### src/rtl/spiking_neuron_array.sv
// Bank of independent integrate-and-fire neurons with saturating leak, programmable
// threshold, divider/LIF residue handling, refractory period and saturating spike counters.
module spiking_neuron_array #(
    parameter int CHANNELS = 4,
    parameter int WIDTH    = 8,
    parameter int REFRAC_W = 4,
    parameter int CNT_W    = 16
) (
    input  logic                      clk,
    input  logic                      rst,
    input  logic                      en,
    input  logic [CHANNELS*WIDTH-1:0] w,
    input  logic [WIDTH-1:0]          threshold,
    input  logic [WIDTH-1:0]          leak,
    input  logic [REFRAC_W-1:0]       refrac,
    input  logic                      mode,
    input  logic                      cnt_clr,
    output logic [CHANNELS-1:0]       spike,
    output logic [CHANNELS*CNT_W-1:0] spike_count,
    output logic [CHANNELS*WIDTH-1:0] v_out
);

    localparam logic [REFRAC_W-1:0] R_ONE = REFRAC_W'(1);
    localparam logic [CNT_W-1:0]    C_ONE = CNT_W'(1);

    // Threshold of 0 stands for 2^WIDTH, so compare everything in WIDTH+1 bits.
    logic [WIDTH:0] thr_ext;
    logic [WIDTH:0] leak_ext;

    always_comb begin
        leak_ext = {1'b0, leak};
        thr_ext  = (threshold == '0) ? {1'b1, {WIDTH{1'b0}}} : {1'b0, threshold};
    end

    for (genvar i = 0; i < CHANNELS; i++) begin : g_ch
        logic [WIDTH-1:0]    v_q, v_d;
        logic [REFRAC_W-1:0] r_q, r_d;
        logic [CNT_W-1:0]    cnt_q;
        logic                spike_q;
        logic                fire;
        logic [WIDTH:0]      sum, leaked, residue;

        always_comb begin
            sum     = {1'b0, v_q} + {1'b0, w[i*WIDTH +: WIDTH]};
            leaked  = (sum >= leak_ext) ? (sum - leak_ext) : '0;
            residue = leaked - thr_ext;
            v_d     = v_q;
            r_d     = r_q;
            fire    = 1'b0;
            if (en) begin
                if (r_q != '0) begin
                    // Refractory: the incoming weight is dropped, membrane frozen.
                    r_d = r_q - R_ONE;
                end else if (leaked >= thr_ext) begin
                    fire = 1'b1;
                    r_d  = refrac;
                    if (mode)
                        v_d = '0;
                    else if (residue[WIDTH])
                        v_d = '1;
                    else
                        v_d = residue[WIDTH-1:0];
                end else begin
                    v_d = leaked[WIDTH-1:0];
                end
            end
        end

        always_ff @(posedge clk or negedge rst) begin
            if (!rst) begin
                v_q     <= '0;
                r_q     <= '0;
                spike_q <= 1'b0;
                cnt_q   <= '0;
            end else begin
                v_q     <= v_d;
                r_q     <= r_d;
                spike_q <= fire;
                // Clear has priority over a coincident spike.
                if (cnt_clr)
                    cnt_q <= '0;
                else if (fire && (cnt_q != '1))
                    cnt_q <= cnt_q + C_ONE;
            end
        end

        assign spike[i]                        = spike_q;
        assign v_out[i*WIDTH +: WIDTH]         = v_q;
        assign spike_count[i*CNT_W +: CNT_W]   = cnt_q;
    end

endmodule

### config.mk
export PLATFORM = sky130hd
export DESIGN_NAME = spiking_neuron_array
export DESIGN_NICKNAME = d
export VERILOG_FILES = /design/src/rtl/spiking_neuron_array.sv
export SDC_FILE = /design/constraint.sdc
export NUM_CORES = 1
export LEC_CHECK = 0
export ABC_AREA = 0
export ABC_CLOCK_PERIOD_IN_PS = 8930
export CORE_MARGIN = 10
export CORE_UTILIZATION = 42
export CTS_CLUSTER_SIZE = 40
export DETAILED_ROUTE_END_ITERATION = 8
export GPL_TIMING_DRIVEN = 0
export PLACE_DENSITY = 0.69
export SLEW_MARGIN = 20
export SYNTH_ARGS = -nofsm -noshare
export SYNTH_HDL_FRONTEND = slang
export SYNTH_SLANG_ARGS = --single-unit
### constraint.sdc
create_clock -name clk -period 8.93 [get_ports clk]
set_input_delay 2.679 -clock clk [delete_from_list [all_inputs] [get_ports clk]]
set_output_delay 2.679 -clock clk [all_outputs]
set_load 0.01 [all_outputs]
# Word-level counts from Yosys, hierarchy flattened
# Cells that the tools add are included.
# totals
register_bits	116
word_cells	122
in_bits	57
# op_classes
order_cmp	8
n_bitwise	4
addsub	20
n_eq_ne	4
n_mux	45
n_reduce_logical	25
# ops
op	n
$mux 16	8
$mux 8	12
$add 16x1->16 const B	4
$ne 16x16->1 const B	4
$mux 9	5
$add 8x8->9	4
$ge 9x8->1	4
$ge 9x9->1	4
$sub 9x8->9	4
$sub 9x9->9	4
$mux 4	8
$reduce_and 2->1	8
$reduce_bool 2->1	8
$reduce_bool 4->1	4
$sub 4x1->4 const B	4
$mux 1	12
$logic_not 8->1	1
$logic_and 1x1->1	4
$not 1->1	4

# Depth between registers and ports, before layout
# logic_depth
word_depth	10
ltp_mapped	25
ltp_nobuf	24

# Least setup slack after synthesis
# No wires, ideal clock.
# synth_timing
kind	in2reg
from	input w[24]
to	register g_ch[3].v_q[0]
t_arrival_ns	7.050
setup_ns	0.137
setup_slack_ns	1.743
stages	23
path_cell_list	ha_1 -> fa_1 -> a211oi_1 -> nor2_1 -> o21a_1 -> nor2_1 -> xnor2_1 -> ha_1 -> nand4_1 -> nor2_1 -> a2111oi_2 -> o21ai_0 -> nand2_1 -> ha_1 -> inv_1 -> fa_1 -> a211oi_1 -> nor3_1 -> nor3_1 -> xor2_1 -> a211oi_1 -> a31oi_1 -> a21oi_1
# synth_between
elab_chain_cells	7
# synth_lines
item	line	text
from (decl)	12	input logic [CHANNELS*WIDTH-1:0] w,
$add 8x8->9 (*)	44	sum = {1'b0, v_q} + {1'b0, w[i*WIDTH +: WIDTH]};
$sub 9x8->9 or $ge 9x8->1 (tied branches)	45	leaked = (sum >= leak_ext) ? (sum - leak_ext) : '0;
$mux 9 (*)	45	
$sub 9x9->9	46	residue = leaked - thr_ext;
$mux 8	59	else if (residue[WIDTH])
$mux 8	57	if (mode)
$mux 8 (*)	54	end else if (leaked >= thr_ext) begin
to (signal assigned)	76	v_q <= v_d;
to (decl)	36	logic [WIDTH-1:0] v_q, v_d;
# Every way passes the cells marked *; elsewhere a longest branch is shown, timed or not.
# A chain may end at the register's enable or synchronous reset.

# Final worst setup path
# layout_timing
from	input w[9]
to	register g_ch[1].v_q[2]
# layout_between
elab_chain_cells	7
# layout_lines
item	line
$add 8x8->9 (*)	44
$sub 9x8->9 or $ge 9x8->1 (tied branches)	45
$mux 9 (*)	45
$sub 9x9->9	46
$mux 8	59
$mux 8	57
$mux 8 (*)	54
to (signal assigned)	76
to (decl)	36
# Marked as above.

==> impl_metrics.yaml <==
hold_path:
  hp-class: "flop to flop"
  holdCritStartpoint: "g_ch[0].r_q[1]"
sta:
  clock_skew_ns: 0.00960
  timing.hold.ws_ns: 0.525
  worst-slew-pin-transition_ns: 0.956
  fin_crit_sh_pct: 91.6
  fin_tns_setup_ns: 0
  max-slew-margin-rel_pct: 36.3
  final_hold_viol_count: 0
  grt_setup_unrepaired: "no"
  fin_crit_ns: 8.18
  fmax_ghz: 0.122
  slew_violations: 0
  setup_viol: 0
power:
  powerDensity_nw_per_um2: 447
  irDropWorstVdd_v: 0.000264
  power.leakage_nw: 5.59
finish:
  drive_above_1_share_pct: 6.43
  antenna_cells: 0
  layout_commonest_cell: "nor2_1"
  nNetsFinal: 1594
  fin_util_pct: 53.3
  area_growth_pct: 24.6
  stdcell_count: 1754
  layout_common_cells: "158 x nor2_1, 153 x clkdlybuf4s50_1, 116 x dfrtp_1"
  final_area_um2: 13000
worst_setup_path:
  crit_buf_inv: 2
  timing.rr.start: "g_ch[3].v_q[0]"
  startpoint: "w[9]"
  worstPathRequired_ns: 9.26
  cp_slowest_cell: "clkdlybuf4s50_1"
  cp_cell_sequence: "clkdlybuf4s50_1 > ha_1 > a21o_1 > a21oi_1 > nor2b_1 > o21a_1 > or4_1 > o311ai_0 > xnor2_1 > ha_1 > nand4_1 > o221ai_1 > a31oi_1 > o21a_1 > or2_2 > ha_1 > inv_1 > fa_1 > a21oi_1 > o21ai_0 > a21boi_0 > xnor2_1 > o21ai_0 > o211ai_1"
  crit_arrival_ns: 8.51
  end_kind: "flop"
  crit_path_max_incr_delay_ns: 0.60
  cp_top_family: "compound AO/OA/AOI/OAI gates"
  crit_type: "input port to flop"
  cpMostUsedCell: "ha_1"
  worstSetupStartpointType: "input port"
  worstPathMaxFanout: 9
placement:
  dp_cells: 1722
  gp_congestion: 0.880
  portBuffers: 154
  postPlaceCellArea_um2: 12400
  dp_hpwl_mm: 23.6
floorplanning:
  die_h_um: 178
  rows: 57
  core_um2: 24400
  die_x_um: 178
  pin_count: 157
  die-area_um2: 31600
  start_util_pct: 42.8
routing:
  drtIter0Drc: 777
  postRouteAntennaNets: 0
  postRouteWirelength_mm: 30.8
  drt-wirelength-per-cell_um: 17.5
  drc: 0
  first_pass_iters: 5
  routed-via-count: 9937
  viasPerCell: 5.67
logic_synthesis:
  ys_warn_count: 0
  synth_cells: 1243
  ys_types: 79
  synth.ff_latch_count: 116
  synth_enable_flop_cells: 0
  avgSynthCellArea_um2: 8.40
  netlist_area_um2: 10400
  synth.net_count: 1420
  synth-seq-area-share_pct: 27.8
  async_flop_share_pct: 100
  synthFlopType: "dfrtp_1"
clock_tree:
  cts.repair.resized: 0
  htreeDepth: 4
  cts_setup_buffers: 0
  clkTransAtPathRegs_ns: 0.06
  cts_sinks: 116
  hold_buffers: 0
  numCtsBuffers: 17
  cts.path.max_buffers: 2
  clock_latency_ns: 0.42
  cts_tree: "built"
  cts-root-buf: "clkbuf_16"
global_routing:
  grt_pass1_wl_mm: 50.0
  track_usage_pct: 19.5
  antenna_found_initial: 0
  grt_pass1_vias: 9536
  overflow: 0
  grt_max_degree: 71
flow_run:
  max_cap_viol_count: 0
run_status:
  status: "complete, no violations"
[final timing paths]
check | slack, ns | to | cells past startpoint
max | 0.75 | g_ch[1].v_q[2] | 24
min reg2reg | 0.52 | g_ch[0].r_q[1] | 2
min | 0.52 | g_ch[0].r_q[1] | 2
max reg2reg | 3.08 | g_ch[3].v_q[2] | 23
max in group asynchronous | 6.01 | g_ch[3].v_q[0] | 2
min in group asynchronous | 2.19 | g_ch[2].cnt_q[12] | 1
[report_power, final]
part	internal (W)	switching, W
logic	0.00178	0.00259
clock network	0.000422	0.000273
registers	0.000631	0.000118
[flip-flops by register name, summed over array words and instances (netlist names)]
register      cells
g_ch.cnt_q       64
g_ch.spike_q      4
g_ch.r_q         16
g_ch.v_q         32
[synthesized netlist by cell type (all sizes together) (22+ instances only)]
| cell | n | area, um^2 |
|---|---|---|
| a21o | 22 | 165 |
| a21oi | 92 | 464 |
| dfrtp | 116 | 2900 |
| ha | 108 | 1350 |
| inv | 54 | 205 |
| nand2 | 75 | 282 |
| nand3 | 46 | 253 |
| nand4 | 40 | 256 |
| nor2 | 161 | 617 |
| nor2b | 23 | 146 |
| nor3 | 35 | 203 |
| o21a | 31 | 233 |
| o21ai | 83 | 415 |
| xnor2 | 41 | 359 |
| xor2 | 63 | 552 |
[worst register-to-register path: cells and delay by family (launching register included)]
kind	cells	cell delay [ns]
buffers and inverters	1	0.06
flip-flops	1	0.41
adder cells (fa/ha/maj)	5	1.54
XOR/XNOR	2	0.68
AND/OR/NAND/NOR	7	0.90
AO/OA/AOI/OAI	8	2.12
[layer usage]
metal	vias to the layer above	global-route usage (%)	share of wire, %
met1	4719	26.2	46
met5	-	0	0
met4	0	5.70	2.2
li1	4901	-	-
met2	273	31.3	46
met3	44	3.57	5.4
[final cells by class]
cell class	instances	area, um^2
fill	2335	11400
multi-input combinational	1038	7150
sequential	116	2900
timing repair buffer	155	1570
clock buffer	19	443
tap	324	405
inverter	54	205
buffer	35	180
clock inverter	13	151
[kinds of logic after synthesis]
kind of cell | synth area share, %
simple gates | 22.7
flops | 27.8
buf+inv | 3.69
mux | 0.575
compound gates | 21.2
fa+ha+maj | 15.3
xor+xnor | 8.73
[metrics by stage]
stage | worst slack (ns) | total power (W)
finish | 0.751 | 0.00581
global route | 0.297 | 0.00639
detailed placement | 0.469 | 0.00503
global placement | 0.410 | 0.00495
floorplan | 1.74 | 0.00400
CTS | 0.857 | 0.00577
No activity file was read; power rests on OpenSTA's default activity.
